### src/rtl/mipi_csi_pkg.sv
// Shared constants and types for the CSI frame controller.
//   SYNC_BYTE       : byte0 value of the word that precedes every packet header
//   DI_*            : data identifiers the controller reacts to (virtual channel 0)
//   state_t         : frame-level FSM encoding
//   ERR_*           : bit positions inside err_o
//   is_long_dt      : true for CSI data types that carry a payload
package mipi_csi_pkg;

    localparam logic [7:0] SYNC_BYTE = 8'hB8;
    localparam logic [7:0] DI_FS     = 8'h00;
    localparam logic [7:0] DI_FE     = 8'h01;
    localparam logic [7:0] DI_RAW10  = 8'h2B;
    localparam logic [7:0] DI_RAW12  = 8'h2C;

    typedef enum logic [1:0] {
        ST_IDLE    = 2'd0,
        ST_WAIT_FS = 2'd1,
        ST_FRAME   = 2'd2,
        ST_SKIP    = 2'd3
    } state_t;

    localparam int ERR_FS_IN_FRAME = 0;  // FS arrived while a frame was open
    localparam int ERR_FE_NO_FS    = 1;  // FE arrived while waiting for FS
    localparam int ERR_LINE_COUNT  = 2;  // line count at FE differs from expectation
    localparam int ERR_TRUNC       = 3;  // burst ended inside a long-packet payload

    // CSI data types 0x00..0x0F are short packets; everything above has a payload.
    function automatic logic is_long_dt(input logic [5:0] dt);
        return dt >= 6'h10;
    endfunction

endpackage

### src/rtl/mipi_csi_header_detector.sv
// Finds packet headers in the lane-aligned word stream and skips long-packet
// payloads so payload bytes are never mistaken for a sync word.
//   clk_i, reset_n_i : byte clock, async active-low reset
//   data_valid_i     : word valid (HS burst active)
//   data_i           : lane-aligned word, byte0 in [7:0]
//   hdr_valid        : current word is a packet header (combinational)
//   di, wc           : data identifier and word count fields of the current word
//   trunc_err        : burst ended while payload words were still outstanding
module mipi_csi_header_detector
    import mipi_csi_pkg::*;
#(
    parameter int LANES = 4
) (
    input  logic        clk_i,
    input  logic        reset_n_i,
    input  logic        data_valid_i,
    input  logic [31:0] data_i,
    output logic        hdr_valid,
    output logic [7:0]  di,
    output logic [15:0] wc,
    output logic        trunc_err
);

    logic        sync_seen;
    logic [16:0] remaining;
    logic [16:0] payload_words;
    logic        skipping;
    logic        unused_ecc;

    assign di        = data_i[7:0];
    assign wc        = data_i[23:8];
    assign skipping  = (remaining != 17'd0);
    assign hdr_valid = data_valid_i && sync_seen && !skipping;
    assign trunc_err = !data_valid_i && skipping;
    assign unused_ecc = ^data_i[31:24];

    // Payload plus 2-byte CRC, rounded up to whole words.
    assign payload_words = ({1'b0, wc} + 17'd2 + 17'(LANES - 1)) / 17'(LANES);

    always_ff @(posedge clk_i or negedge reset_n_i) begin
        if (!reset_n_i) begin
            sync_seen <= 1'b0;
            remaining <= '0;
        end else if (!data_valid_i) begin
            // End of HS burst: any pending payload is lost, sync tracking restarts.
            sync_seen <= 1'b0;
            remaining <= '0;
        end else if (skipping) begin
            sync_seen <= 1'b0;
            remaining <= remaining - 17'd1;
        end else begin
            // A header word is consumed as a header, never as a new sync word.
            sync_seen <= !hdr_valid && (di == SYNC_BYTE);
            if (hdr_valid && is_long_dt(di[5:0])) begin
                remaining <= payload_words;
            end
        end
    end

endmodule

### src/rtl/mipi_csi_frame_controller.sv
// Frame-level sequencer for the CSI packet-decoding datapath: forwards one of
// every (frame_skip_i+1) frames by gating the decoder, counts lines and frames,
// and keeps sticky protocol-error flags.
//   clk_i, reset_n_i  : byte clock, async active-low reset
//   data_valid_i/data_i : lane-aligned word stream (shared with the decoder)
//   enable_i          : controller enable, honoured only between frames
//   frame_skip_i      : decimation factor, sampled at FS
//   expected_lines_i  : expected lines per frame (0 = no check), sampled at FE
//   clear_err_i       : clears err_o (a simultaneous new error still sets)
//   decoder_enable_o  : decoder output gate, high while a forwarded frame is open
//   frame_start_o/frame_end_o/line_start_o : one-cycle event pulses
//   line_count_o, frame_count_o : counters, err_o : sticky errors
//   state_o           : FSM state for debug/observation
// All outputs are registered: an event on header word at cycle t shows at t+1.
module mipi_csi_frame_controller
    import mipi_csi_pkg::*;
#(
    parameter int LANES      = 4,
    parameter int MAX_SKIP_W = 4
) (
    input  logic                  clk_i,
    input  logic                  reset_n_i,
    input  logic                  data_valid_i,
    input  logic [31:0]           data_i,
    input  logic                  enable_i,
    input  logic [MAX_SKIP_W-1:0] frame_skip_i,
    input  logic [15:0]           expected_lines_i,
    input  logic                  clear_err_i,
    output logic                  decoder_enable_o,
    output logic                  frame_start_o,
    output logic                  frame_end_o,
    output logic                  line_start_o,
    output logic [15:0]           line_count_o,
    output logic [15:0]           frame_count_o,
    output logic [3:0]            err_o,
    output state_t                state_o
);

    logic        hdr_valid;
    logic [7:0]  hdr_di;
    logic [15:0] hdr_wc_unused;
    logic        trunc_err;

    mipi_csi_header_detector #(.LANES(LANES)) u_hdr (
        .clk_i        (clk_i),
        .reset_n_i    (reset_n_i),
        .data_valid_i (data_valid_i),
        .data_i       (data_i),
        .hdr_valid    (hdr_valid),
        .di           (hdr_di),
        .wc           (hdr_wc_unused),
        .trunc_err    (trunc_err)
    );

    logic is_fs, is_fe, is_line;
    assign is_fs   = hdr_valid && (hdr_di == DI_FS);
    assign is_fe   = hdr_valid && (hdr_di == DI_FE);
    assign is_line = hdr_valid && ((hdr_di == DI_RAW10) || (hdr_di == DI_RAW12));

    state_t                state, state_n;
    logic [MAX_SKIP_W-1:0] skip_cnt, skip_n;
    logic                  dec_en_n, fs_n, fe_n, ls_n;
    logic [15:0]           lc_n, fc_n;
    logic [3:0]            err_set, err_n;

    assign state_o = state;

    always_comb begin
        state_n  = state;
        skip_n   = skip_cnt;
        dec_en_n = decoder_enable_o;
        fs_n     = 1'b0;
        fe_n     = 1'b0;
        ls_n     = 1'b0;
        lc_n     = line_count_o;
        fc_n     = frame_count_o;
        err_set  = '0;
        err_set[ERR_TRUNC] = trunc_err;

        case (state)
            ST_IDLE: begin
                dec_en_n = 1'b0;
                if (enable_i) state_n = ST_WAIT_FS;
            end
            ST_WAIT_FS: begin
                if (!enable_i) begin
                    state_n = ST_IDLE;
                end else if (is_fs) begin
                    if (skip_cnt == '0) begin
                        state_n  = ST_FRAME;
                        skip_n   = frame_skip_i;
                        fs_n     = 1'b1;
                        lc_n     = '0;
                        dec_en_n = 1'b1;
                    end else begin
                        state_n = ST_SKIP;
                        skip_n  = skip_cnt - MAX_SKIP_W'(1);
                    end
                end else if (is_fe) begin
                    err_set[ERR_FE_NO_FS] = 1'b1;
                end
            end
            ST_FRAME: begin
                if (is_line) begin
                    ls_n = 1'b1;
                    if (line_count_o != 16'hFFFF) lc_n = line_count_o + 16'd1;
                end else if (is_fe) begin
                    fe_n     = 1'b1;
                    fc_n     = frame_count_o + 16'd1;
                    dec_en_n = 1'b0;
                    state_n  = enable_i ? ST_WAIT_FS : ST_IDLE;
                    if ((expected_lines_i != 16'd0) && (line_count_o != expected_lines_i))
                        err_set[ERR_LINE_COUNT] = 1'b1;
                end else if (is_fs) begin
                    // Missing FE: close the old frame implicitly and open a new one.
                    err_set[ERR_FS_IN_FRAME] = 1'b1;
                    fs_n   = 1'b1;
                    lc_n   = '0;
                    fc_n   = frame_count_o + 16'd1;
                    skip_n = frame_skip_i;
                end
            end
            ST_SKIP: begin
                dec_en_n = 1'b0;
                if (is_fe) begin
                    state_n = enable_i ? ST_WAIT_FS : ST_IDLE;
                end else if (is_fs) begin
                    err_set[ERR_FS_IN_FRAME] = 1'b1;
                end
            end
            default: state_n = ST_IDLE;
        endcase

        err_n = (clear_err_i ? 4'b0000 : err_o) | err_set;
    end

    always_ff @(posedge clk_i or negedge reset_n_i) begin
        if (!reset_n_i) begin
            state            <= ST_IDLE;
            skip_cnt         <= '0;
            decoder_enable_o <= 1'b0;
            frame_start_o    <= 1'b0;
            frame_end_o      <= 1'b0;
            line_start_o     <= 1'b0;
            line_count_o     <= '0;
            frame_count_o    <= '0;
            err_o            <= '0;
        end else begin
            state            <= state_n;
            skip_cnt         <= skip_n;
            decoder_enable_o <= dec_en_n;
            frame_start_o    <= fs_n;
            frame_end_o      <= fe_n;
            line_start_o     <= ls_n;
            line_count_o     <= lc_n;
            frame_count_o    <= fc_n;
            err_o            <= err_n;
        end
    end

endmodule

### config.mk
export PLATFORM = sky130hd
export DESIGN_NAME = mipi_csi_frame_controller
export DESIGN_NICKNAME = d
export VERILOG_FILES = /design/src/rtl/mipi_csi_pkg.sv /design/src/rtl/mipi_csi_header_detector.sv /design/src/rtl/mipi_csi_frame_controller.sv
export SDC_FILE = /design/constraint.sdc
export NUM_CORES = 1
export LEC_CHECK = 0
export CORE_UTILIZATION = 54
export CTS_BUF_LIST = sky130_fd_sc_hd__clkbuf_4 sky130_fd_sc_hd__clkbuf_8 sky130_fd_sc_hd__clkbuf_16
export CTS_CLUSTER_DIAMETER = 120
export DETAILED_ROUTE_END_ITERATION = 8
export PLACE_DENSITY_LB_ADDON = 0.15
export SKIP_LAST_GASP = 1
export SLEW_MARGIN = 20
export SYNTH_ARGS = -nofsm -noshare
export SYNTH_HDL_FRONTEND = slang
export SYNTH_SLANG_ARGS = --single-unit
### constraint.sdc
create_clock -name clk_i -period 7.4 [get_ports clk_i]
set_input_delay 1.11 -clock clk_i [delete_from_list [all_inputs] [get_ports clk_i]]
set_output_delay 1.11 -clock clk_i [all_outputs]
set_load 0.01 [all_outputs]
==> results of run 1 <==
-- logic make-up after synthesis --
group	count (synthesis)	synth area share
buffers and inverters	38	0.0426
multiplexers	4	0.0102
flip-flops	64	0.395
AO/OA/AOI/OAI	84	0.150
adder cells (fa/ha/maj)	10	0.0309
AND/OR/NAND/NOR	190	0.250
XOR/XNOR	56	0.121
-- power breakdown --
part | internal (mW) | switching [mW] | total (mW)
registers | 0.394 | 0.0484 | 0.443
clock network | 0.197 | 0.141 | 0.338
logic | 0.183 | 0.242 | 0.425
total | 0.775 | 0.432 | 1.21
-- synth_stat cells, types with 5 or more instances --
master / instances / share of area
sky130_fd_sc_hd__nand4_1: 14 / 0.022
sky130_fd_sc_hd__a21oi_1: 11 / 0.014
sky130_fd_sc_hd__nand3_1: 23 / 0.028
sky130_fd_sc_hd__clkbuf_1: 10 / 0.0093
sky130_fd_sc_hd__o31ai_2: 8 / 0.025
sky130_fd_sc_hd__dfrtp_1: 64 / 0.40
sky130_fd_sc_hd__o21ai_2: 7 / 0.015
sky130_fd_sc_hd__xor2_1: 33 / 0.071
sky130_fd_sc_hd__nand2_1: 32 / 0.030
sky130_fd_sc_hd__ha_1: 10 / 0.031
sky130_fd_sc_hd__o21ai_1: 13 / 0.016
sky130_fd_sc_hd__a211oi_1: 10 / 0.019
sky130_fd_sc_hd__nor2b_1: 8 / 0.012
sky130_fd_sc_hd__nor4_1: 15 / 0.023
sky130_fd_sc_hd__o21ai_0: 10 / 0.012
sky130_fd_sc_hd__xnor2_1: 23 / 0.050
sky130_fd_sc_hd__inv_1: 22 / 0.020
sky130_fd_sc_hd__and3_1: 14 / 0.022
sky130_fd_sc_hd__nor2_1: 39 / 0.036
sky130_fd_sc_hd__nor3_1: 17 / 0.021
sky130_fd_sc_hd__o31ai_1: 5 / 0.0093
-- sequential cells by signal, indices dropped and copies added, names as in the netlist --
| register | flops |
|---|---|
| decoder_enable_o | 1 |
| err_o | 4 |
| frame_count_o | 16 |
| frame_end_o | 1 |
| frame_start_o | 1 |
| line_count_o | 16 |
| line_start_o | 1 |
| skip_cnt | 4 |
| state_o | 2 |
| u_hdr.remaining | 17 |
| u_hdr.sync_seen | 1 |
-- cell type report --
type	count	area (µm²)
Sequential cell	64	1600
Clock buffer	11	139
Tap cell	99	124
Fill cell	572	2030
Clock inverter	5	81.3
Multi-Input combinational cell	344	2280
Inverter	22	82.6
Timing Repair Buffer	92	911
-- worst max-delay path, stage by stage --
cell and delay, ns:
sky130_fd_sc_hd__clkdlybuf4s50_1 0.60, sky130_fd_sc_hd__or3b_1 0.43, sky130_fd_sc_hd__a211o_1 0.37, sky130_fd_sc_hd__or3_1 0.65, sky130_fd_sc_hd__or3_1 0.77, sky130_fd_sc_hd__o41ai_2 0.39
-- how the worst max path moves through the flow --
stage | cells after the start | to | slack [ns]
final | 6 | line_count_o[5] | 3.29
after global routing | 6 | line_count_o[5] | 3.18
after CTS | 6 | line_count_o[5] | 3.33
after detailed placement | 6 | line_count_o[5] | 3.01
after global placement | 6 | line_count_o[5] | 3.07
after floorplan | 8 | line_count_o[3] | 4.18
-- routing by layer --
metal / GRT usage / wire, µm / up-vias
li1: - / - / 1782
met1: 0.368 / 4500 / 1776
met2: 0.429 / 4740 / 122
met3: 0.0438 / 503 / 14
met4: 0.0806 / 143 / 0
met5: 0 / 0 / -
-- through the flow --
step	utilization	instances	hold WS, ns	instance area [µm²]
2_1_floorplan	-	446	0.499	4050
3_3_place_gp	0.689	621	0.457	4990
3_5_place_dp	0.689	621	0.475	4990
4_1_cts	0.719	637	0.486	5220
5_1_grt	0.720	637	0.499	5220
6_report	0.720	637	0.480	5220
-- cells in the final DEF (no fill, tap or decap), drive strengths merged, types with 3 or more instances in the layout --
cell type,n
clkdlybuf4s50,89
dfrtp,64
nor2,39
xor2,33
nand2,33
o21ai,30
nand3,23
xnor2,23
inv,22
nor3,17
nor4,16
nand4,14
and3,14
o31ai,13
a21oi,11
clkbuf,11
a211oi,10
ha,10
nor2b,8
a31oi,4
o22ai,4
or3,4
nor4b,3
and4,3
mux2i,3
and2,3
buf,3
==> results_tabular.tex, run 1 <==
\begin{tabular}{lr}
\hline
Metric & Value \\
\hline
\multicolumn{2}{l}{\textbf{Outcome}} \\
Result of the run & complete, no violations \\
\multicolumn{2}{l}{\textbf{Die}} \\
Die X-Extent & 88.6 µm \\
Boundary Pins & 99 \\
Placement row count & 31 \\
Die area & 0.00785 mm² \\
Starting Density & 0.558 \\
Die H & 88.6 µm \\
Area of the core & 0.00725 mm² \\
\multicolumn{2}{l}{\textbf{Clock tree}} \\
CTS Buffer Depth & 2 \\
Clk slew on worst S/H paths & 0.08 ns \\
Cts hold-fix bufs & 0 \\
Clk\_lat worst skew & 0.34 ns \\
Num Clock Sinks & 64 \\
Number of buffers inserted by post-CTS setup repair & 0 \\
Depth of the CTS H-tree & 3 \\
TritonCTS clock tree & done \\
Count of cells resized by post-cts repair & 0 \\
TritonCTS buffer count & 9 \\
Buffer type at the clock tree root & sky130\_fd\_sc\_hd\_\_clkbuf\_8 \\
\multicolumn{2}{l}{\textbf{STA}} \\
Minimum setup slack in the final design & 3.29 ns \\
Headroom to the max-slew limit & 0.460 \\
Final setup viols & 0 \\
Final Max Tran Viols & 0 \\
Final critical path time including I/O delays and setup & 4.11 ns \\
Final TNS setup & 0 ns \\
Final worst clock skew & 0.0122 ns \\
RSZ-0062 raised after global routing & no \\
Final Hold Fails & 0 \\
Transition time at the pin with the least slew margin & 0.810 ns \\
Highest attainable clock frequency & 244 MHz \\
Post-route clock period utilization & 0.555 \\
\multicolumn{2}{l}{\textbf{Global route}} \\
Initial antenna violation count & 0 \\
Vias in the first global route & 3458 \\
Overall track demand over capacity in global routing & 0.266 \\
Wire length of the first global-routing pass & 16.1 mm \\
Overflow left after global routing & 0 \\
Largest net degree at the start of global routing & 65 \\
\multicolumn{2}{l}{\textbf{Yosys}} \\
Post-synthesis cell type count & 55 \\
Post-synthesis instance total & 446 \\
Flip-flop cell with the highest count after synthesis & sky130\_fd\_sc\_hd\_\_dfrtp\_1 \\
Number of synthesized register bits & 64 \\
Syn avg cell area & 9.08 µm² \\
Synthesis warning total & 0 \\
Async SR Flop Fraction & 1.00 \\
Synthesized netlist net count & 513 \\
Area of the mapped netlist & 0.00405 mm² \\
Post-synth EDFFs & 0 \\
Sequential share of the synthesized area & 0.395 \\
\multicolumn{2}{l}{\textbf{Hold path}} \\
Cells on Worst Hold Path & 1 \\
HP Start & frame\_count\_o[15] \\
Endpoint of the worst hold path & frame\_count\_o[15] \\
Worst hold path class & reg -> reg \\
\multicolumn{2}{l}{\textbf{Placed design}} \\
IO Port Bufs & 90 \\
Detailed-placement wirelength estimate & 7.18 mm \\
Worst slack at placement & 3.01 ns \\
Routability cong. & 0.914 \\
\multicolumn{2}{l}{\textbf{Worst setup path}} \\
CP startpoint kind & primary input \\
Setup slack, reg-to-reg & 4.21 ns \\
Start point of the critical path & data\_i[0] \\
Launch point of the worst reg-to-reg path & skip\_cnt[0] \\
Register-to-Register Path Depth & 8 \\
CP required & 7.64 ns \\
RR Endpoint & line\_count\_o[13] \\
Endpoint class of the critical path & register \\
Arrival time worst endpoint & 4.35 ns \\
Biggest fanout along the worst timing path & 16 \\
Worst Setup Path Type & in -> reg \\
\multicolumn{2}{l}{\textbf{Cells and area}} \\
Proportion of layout cells with a drive suffix above 1 & 0.0781 \\
ANT cells & 0 \\
Layout-stage area growth over the synthesis result & 28.9\% \\
Net count reported at finish & 600 \\
\multicolumn{2}{l}{\textbf{Detailed routing}} \\
Via count of the routed design & 3694 \\
Post-DRT Antenna Nets & 0 \\
Wirelength, routed & 9.89 mm \\
Number of detailed-routing iterations run before antenna repair & 5 \\
Initial DRC Count & 266 \\
Routed wirelength normalized by instance count & 15.5 µm \\
Remaining routing DRC violations & 0 \\
Avg Vias per Cell & 5.80 \\
\multicolumn{2}{l}{\textbf{Pwr}} \\
Maximum ir drop on the vdd rail & 0.131 mV \\
Pwr dens & 231 mW/mm² \\
Static leakage & 2.22 nW \\
Overall power & 1.21 mW \\
\multicolumn{2}{l}{\textbf{Flow run}} \\
Max-cap violations & 0 \\
\hline
\end{tabular}
Note: power is estimated with default switching activity, not from simulation.
==> run 2, diff against run 1 <==
CORE_UTILIZATION = 45   (was 54)
clock period = 3.4 ns   (was 7.4 ns; I/O delays follow)
==> run 2 against run 1 <==
  * First-iteration DRC count decreased by 39%
  * Global-route usage decreased by 4.8 points
  * Non-clock buffer count increased by 9
  * Worst setup slack got worse by 2.6 ns
  * Critical path type unchanged
  * Critical endpoint is now line_count_o[7]
  * Largest power group unchanged
==> results_tabular.tex, run 2 (synthesis results as in run 1) <==
\begin{tabular}{lr}
\hline
Metric & Value \\
\hline
\multicolumn{2}{l}{\textbf{Detailed routing}} \\
Routed wirelength normalized by instance count & 14.6 µm \\
Met3 routed wirelength & 468 µm \\
Post-DRT Antenna Nets & 0 \\
Wire length on met1 & 4.38 mm \\
Remaining routing DRC violations & 0 \\
Wirelength, routed & 9.59 mm \\
Avg Vias per Cell & 5.57 \\
Initial DRC Count & 163 \\
Number of detailed-routing iterations run before antenna repair & 4 \\
Length of routed met2 wiring & 4.55 mm \\
Via count of the routed design & 3649 \\
Top layer in use & met4 \\
\multicolumn{2}{l}{\textbf{Clock tree}} \\
Depth of the CTS H-tree & 3 \\
TritonCTS buffer count & 9 \\
Count of cells resized by post-cts repair & 0 \\
Buffer type at the clock tree root & sky130\_fd\_sc\_hd\_\_clkbuf\_8 \\
Clk slew on worst S/H paths & 0.08 ns \\
CTS Buffer Depth & 2 \\
Number of buffers inserted by post-CTS setup repair & 0 \\
Clk\_lat worst skew & 0.35 ns \\
TritonCTS clock tree & done \\
Num Clock Sinks & 64 \\
Cts hold-fix bufs & 0 \\
\multicolumn{2}{l}{\textbf{STA}} \\
Minimum setup slack in the final design & 0.679 ns \\
Post-route clock period utilization & 0.800 \\
Worst hold slack across all endpoints & 0.316 ns \\
Transition time at the pin with the least slew margin & 0.811 ns \\
Final Hold Fails & 0 \\
Highest attainable clock frequency & 368 MHz \\
Final setup viols & 0 \\
Final critical path time including I/O delays and setup & 2.72 ns \\
Final TNS setup & 0 ns \\
Final Max Tran Viols & 0 \\
Headroom to the max-slew limit & 0.459 \\
RSZ-0062 raised after global routing & no \\
Final worst clock skew & 0.00985 ns \\
\multicolumn{2}{l}{\textbf{Cells and area}} \\
Net count reported at finish & 609 \\
Register ranked first by flip-flop count & u\_hdr.remaining \\
Proportion of layout cells with a drive suffix above 1 & 0.0914 \\
Flip-flop count of the largest register after layout & 17 \\
Final core utilization & 0.605 \\
Largest registers in the final layout & u\_hdr.remaining x17, frame\_count\_o x16, line\_count\_o x16 \\
Most frequent standard cell in the layout excluding fill and tap cells & sky130\_fd\_sc\_hd\_\_clkdlybuf4s50\_1 \\
Layout-stage area growth over the synthesis result & 30.3\% \\
Commonest non-fill, non-tap cells in the layout & sky130\_fd\_sc\_hd\_\_clkdlybuf4s50\_1, sky130\_fd\_sc\_hd\_\_dfrtp\_1, sky130\_fd\_sc\_hd\_\_nor2\_1, sky130\_fd\_sc\_hd\_\_xor2\_1, sky130\_fd\_sc\_hd\_\_nand2\_1 \\
ANT cells & 0 \\
Summed area of non-filler cells in the final layout & 0.00528 mm² \\
\multicolumn{2}{l}{\textbf{Placed design}} \\
Worst slack at placement & 0.337 ns \\
Detailed-placement wirelength estimate & 7.15 mm \\
IO Port Bufs & 90 \\
Routability cong. & 0.901 \\
Dpl cell area & 0.00507 mm² \\
\multicolumn{2}{l}{\textbf{Pwr}} \\
Static leakage & 2.25 nW \\
Maximum ir drop on the vdd rail & 0.273 mV \\
Pwr dens & 488 mW/mm² \\
\multicolumn{2}{l}{\textbf{Global route}} \\
Largest net degree at the start of global routing & 65 \\
Overflow left after global routing & 0 \\
Vias in the first global route & 3514 \\
Wire length of the first global-routing pass & 16.7 mm \\
Initial antenna violation count & 0 \\
Overall track demand over capacity in global routing & 0.218 \\
\multicolumn{2}{l}{\textbf{Die}} \\
Die X-Extent & 96.9 µm \\
Die area & 0.00938 mm² \\
Starting Density & 0.464 \\
Area of the core & 0.00872 mm² \\
Die H & 96.9 µm \\
Placement row count & 34 \\
Boundary Pins & 99 \\
\multicolumn{2}{l}{\textbf{Worst setup path}} \\
Launch point of the worst reg-to-reg path & u\_hdr.remaining[5] \\
CP required & 3.67 ns \\
Arrival time worst endpoint & 2.99 ns \\
Worst Setup Path Type & in -> reg \\
CP startpoint kind & primary input \\
Endpoint class of the critical path & register \\
Biggest fanout along the worst timing path & 15 \\
Start point of the critical path & data\_i[2] \\
\multicolumn{2}{l}{\textbf{Hold path}} \\
Worst hold path class & in -> async \\
\multicolumn{2}{l}{\textbf{Outcome}} \\
Result of the run & complete, no violations \\
\multicolumn{2}{l}{\textbf{Flow run}} \\
Max-cap violations & 0 \\
\hline
\end{tabular}
[run 2: report_power, final]
group          leakage, nW  internal, mW  total [mW]  switching [mW]
logic                 1.28         0.415       0.932           0.518
clock network       0.0989         0.361       0.677           0.316
registers            0.870         0.858       0.964           0.106
total                 2.25          1.63        2.57           0.940
[run 2: worst paths after layout]
path                                       end  slack (ns)  cells after the start
setup / recovery               line_count_o[7]        0.68                      8
hold / removal                 line_count_o[4]        0.32                      2
setup reg to reg              line_count_o[13]        0.73                      8
hold reg to reg              frame_count_o[15]        0.47                      1
max in group asynchronous  u_hdr.remaining[14]        2.53                      2
min in group clk_i           frame_count_o[15]        0.47                      1
[run 2: through the flow]
| stage | std cells | total power [mW] |
|---|---|---|
| 6_report | 655 | 2.57 |
| 5_1_grt | 655 | 2.76 |
| 4_1_cts | 655 | 2.59 |
| 3_5_place_dp | 639 | 1.91 |
| 3_3_place_gp | 639 | 1.88 |
| 2_1_floorplan | 446 | 1.61 |
[run 2: routing by layer]
layer | up-vias | GRT usage
li1 | 1804 | -
met1 | 1724 | 0.279
met2 | 106 | 0.355
met3 | 15 | 0.0434
met4 | 0 | 0.0976
met5 | - | 0
[run 2: worst max-delay path, cell delays in order]
cell and delay, ns:
sky130_fd_sc_hd__clkdlybuf4s50_1 0.48, sky130_fd_sc_hd__or3b_1 0.35, sky130_fd_sc_hd__a211o_1 0.36, sky130_fd_sc_hd__or3_1 0.40
sky130_fd_sc_hd__or3_1 0.38, sky130_fd_sc_hd__buf_4 0.21, sky130_fd_sc_hd__nand2b_1 0.17, sky130_fd_sc_hd__o21ai_1 0.13
[run 2: final cells by class]
cell class                      count  area [µm²]
Clock buffer                       10         138
Clock inverter                      6        67.6
Fill cell                         757        3440
Inverter                           22        82.6
Multi-Input combinational cell    344        2280
Sequential cell                    64        1600
Tap cell                          108         135
Timing Repair Buffer              101         978
==> run 3, diff against run 2 <==
CORE_UTILIZATION = 50   (was 45)
clock period = 2.7 ns   (was 3.4 ns; I/O delays follow)
==> run 3 against run 2 <==
  * Critical path depth shrank 1
  * First-iteration DRC count up 16%
  * Power is 33% higher
  * Non-clock buffer count rose by 21
  * Count of clock-buffer cells in the layout decreased by 1
  * Die area shrank 9.8%
  * Critical endpoint is now line_count_o[5]
  * Global-route usage up 4.2 points
  * Register-to-register slack worse by 0.61 ns
==> results_tabular.tex, run 3 (synthesis results as in run 1) <==
\begin{tabular}{lr}
\hline
Metric & Value \\
\hline
\multicolumn{2}{l}{\textbf{Die}} \\
Die X-Extent & 92 µm \\
Starting Density & 0.521 \\
Placement row count & 32 \\
Die area & 0.00846 mm² \\
Boundary Pins & 99 \\
Die H & 92 µm \\
Area of the core & 0.00777 mm² \\
\multicolumn{2}{l}{\textbf{Cells and area}} \\
Flip-flop count of the largest register after layout & 17 \\
Post-Layout Cell Count & 670 \\
Largest registers in the final layout & u\_hdr.remaining x17, frame\_count\_o x16, line\_count\_o x16 \\
Layout-stage area growth over the synthesis result & 35.2\% \\
Register ranked first by flip-flop count & u\_hdr.remaining \\
Net count reported at finish & 630 \\
Proportion of layout cells with a drive suffix above 1 & 0.129 \\
Most frequent standard cell in the layout excluding fill and tap cells & sky130\_fd\_sc\_hd\_\_clkdlybuf4s50\_1 \\
Final core utilization & 0.705 \\
Commonest non-fill, non-tap cells in the layout & sky130\_fd\_sc\_hd\_\_clkdlybuf4s50\_1, sky130\_fd\_sc\_hd\_\_dfrtp\_1, sky130\_fd\_sc\_hd\_\_nor2\_1, sky130\_fd\_sc\_hd\_\_xor2\_1, sky130\_fd\_sc\_hd\_\_nand2\_1 \\
ANT cells & 0 \\
Summed area of non-filler cells in the final layout & 0.00548 mm² \\
\multicolumn{2}{l}{\textbf{Placed design}} \\
Worst slack at placement & -0.315 ns \\
Routability cong. & 0.886 \\
IO Port Bufs & 90 \\
Dpl cell area & 0.00522 mm² \\
Detailed-placement wirelength estimate & 7.82 mm \\
Placed instance count & 652 \\
\multicolumn{2}{l}{\textbf{STA}} \\
Highest attainable clock frequency & 379 MHz \\
Post-route clock period utilization & 0.978 \\
Final critical path time including I/O delays and setup & 2.64 ns \\
Final setup viols & 0 \\
Minimum setup slack in the final design & 0.0602 ns \\
Headroom to the max-slew limit & 0.622 \\
Final worst clock skew & 0.0122 ns \\
Worst hold slack across all endpoints & 0.0417 ns \\
Final Hold Fails & 0 \\
Final Max Tran Viols & 0 \\
Transition time at the pin with the least slew margin & 0.563 ns \\
Final TNS setup & 0 ns \\
\multicolumn{2}{l}{\textbf{Detailed routing}} \\
Avg Vias per Cell & 5.72 \\
Remaining routing DRC violations & 0 \\
Via count of the routed design & 3830 \\
Post-DRT Antenna Nets & 0 \\
Wirelength, routed & 10.4 mm \\
Routed wirelength normalized by instance count & 15.6 µm \\
Initial DRC Count & 189 \\
Number of detailed-routing iterations run before antenna repair & 4 \\
\multicolumn{2}{l}{\textbf{Clock tree}} \\
TritonCTS buffer count & 9 \\
Clk slew on worst S/H paths & 0.07 ns \\
Buffer type at the clock tree root & sky130\_fd\_sc\_hd\_\_clkbuf\_8 \\
TritonCTS clock tree & done \\
Clk\_lat worst skew & 0.35 ns \\
Num Clock Sinks & 64 \\
Depth of the CTS H-tree & 3 \\
CTS Buffer Depth & 2 \\
\multicolumn{2}{l}{\textbf{Worst setup path}} \\
Endpoint class of the critical path & register \\
Biggest fanout along the worst timing path & 7 \\
CP startpoint kind & primary input \\
RR Endpoint & line\_count\_o[5] \\
Register-to-Register Path Depth & 7 \\
Arrival time worst endpoint & 2.89 ns \\
Worst Setup Path Type & in -> reg \\
Launch point of the worst reg-to-reg path & u\_hdr.remaining[13] \\
CP required & 2.95 ns \\
Start point of the critical path & data\_i[2] \\
Setup slack, reg-to-reg & 0.12 ns \\
\multicolumn{2}{l}{\textbf{Global route}} \\
Overall track demand over capacity in global routing & 0.260 \\
Overflow left after global routing & 0 \\
Vias in the first global route & 3800 \\
Largest net degree at the start of global routing & 43 \\
Initial antenna violation count & 0 \\
Wire length of the first global-routing pass & 17.4 mm \\
\multicolumn{2}{l}{\textbf{Pwr}} \\
Maximum ir drop on the vdd rail & 0.367 mV \\
Overall power & 3.43 mW \\
Static leakage & 2.39 nW \\
Pwr dens & 626 mW/mm² \\
\multicolumn{2}{l}{\textbf{Outcome}} \\
Result of the run & complete, no violations \\
\multicolumn{2}{l}{\textbf{Hold path}} \\
Worst hold path class & in -> async \\
\multicolumn{2}{l}{\textbf{Flow run}} \\
Max-cap violations & 0 \\
\hline
\end{tabular}
run 3: changes by cell type in the layout (fill, tap and decap cells not counted), sizes merged:
cell	delta
buf	+21
bufinv	+1
clkbuf	-1
clkinvlp	+1
inv	-1
run 3: routing by layer:
| metal | vias to the layer above | wire [µm] | part of all wire | track usage |
|---|---|---|---|---|
| li1 | 1846 | - | - | - |
| met3 | 22 | 494 | 0.047 | 0.0614 |
| met5 | - | 0 | 0 | 0 |
| met1 | 1840 | 4490 | 0.43 | 0.324 |
| met2 | 122 | 5280 | 0.51 | 0.445 |
| met4 | 0 | 184 | 0.018 | 0.0794 |
run 3: worst max path at each step:
| stage | to | slack, ns |
|---|---|---|
| final | line_count_o[5] | 0.06 |
| after CTS | line_count_o[5] | 0.05 |
| after global routing | line_count_o[5] | -0.007 |
| after detailed placement | line_count_o[5] | -0.31 |
| after floorplan | line_count_o[5] | 0.15 |
| after global placement | line_count_o[5] | -0.20 |
run 3: timing repair:
item | CTS | global route
gates resized for setup | 0 | 3
setup buffers | 0 | 2
setup endpoints to repair | 0 | 10
hold buffers | 0 | 0
run 3: power breakdown:
part,switching [mW],internal (mW)
Sequential,0.139,1.08
Combinational,0.698,0.592
Clock,0.400,0.519
run 3: cell type report:
class / count / area [µm²]
clock buffers: 9 / 124
repair buffers: 122 / 1150
multi-input cells: 344 / 2300
fillers: 645 / 2290
inverters: 22 / 82.6
clock inverters: 7 / 96.3
well taps: 102 / 128
flip-flops and latches: 64 / 1600
run 3: worst max-delay path, stage by stage:
cell	delay, ns
sky130_fd_sc_hd__clkdlybuf4s50_1	0.48
sky130_fd_sc_hd__or3b_1	0.37
sky130_fd_sc_hd__a211o_1	0.34
sky130_fd_sc_hd__or3_1	0.40
sky130_fd_sc_hd__or3_1	0.41
sky130_fd_sc_hd__buf_4	0.19
sky130_fd_sc_hd__o41ai_4	0.29
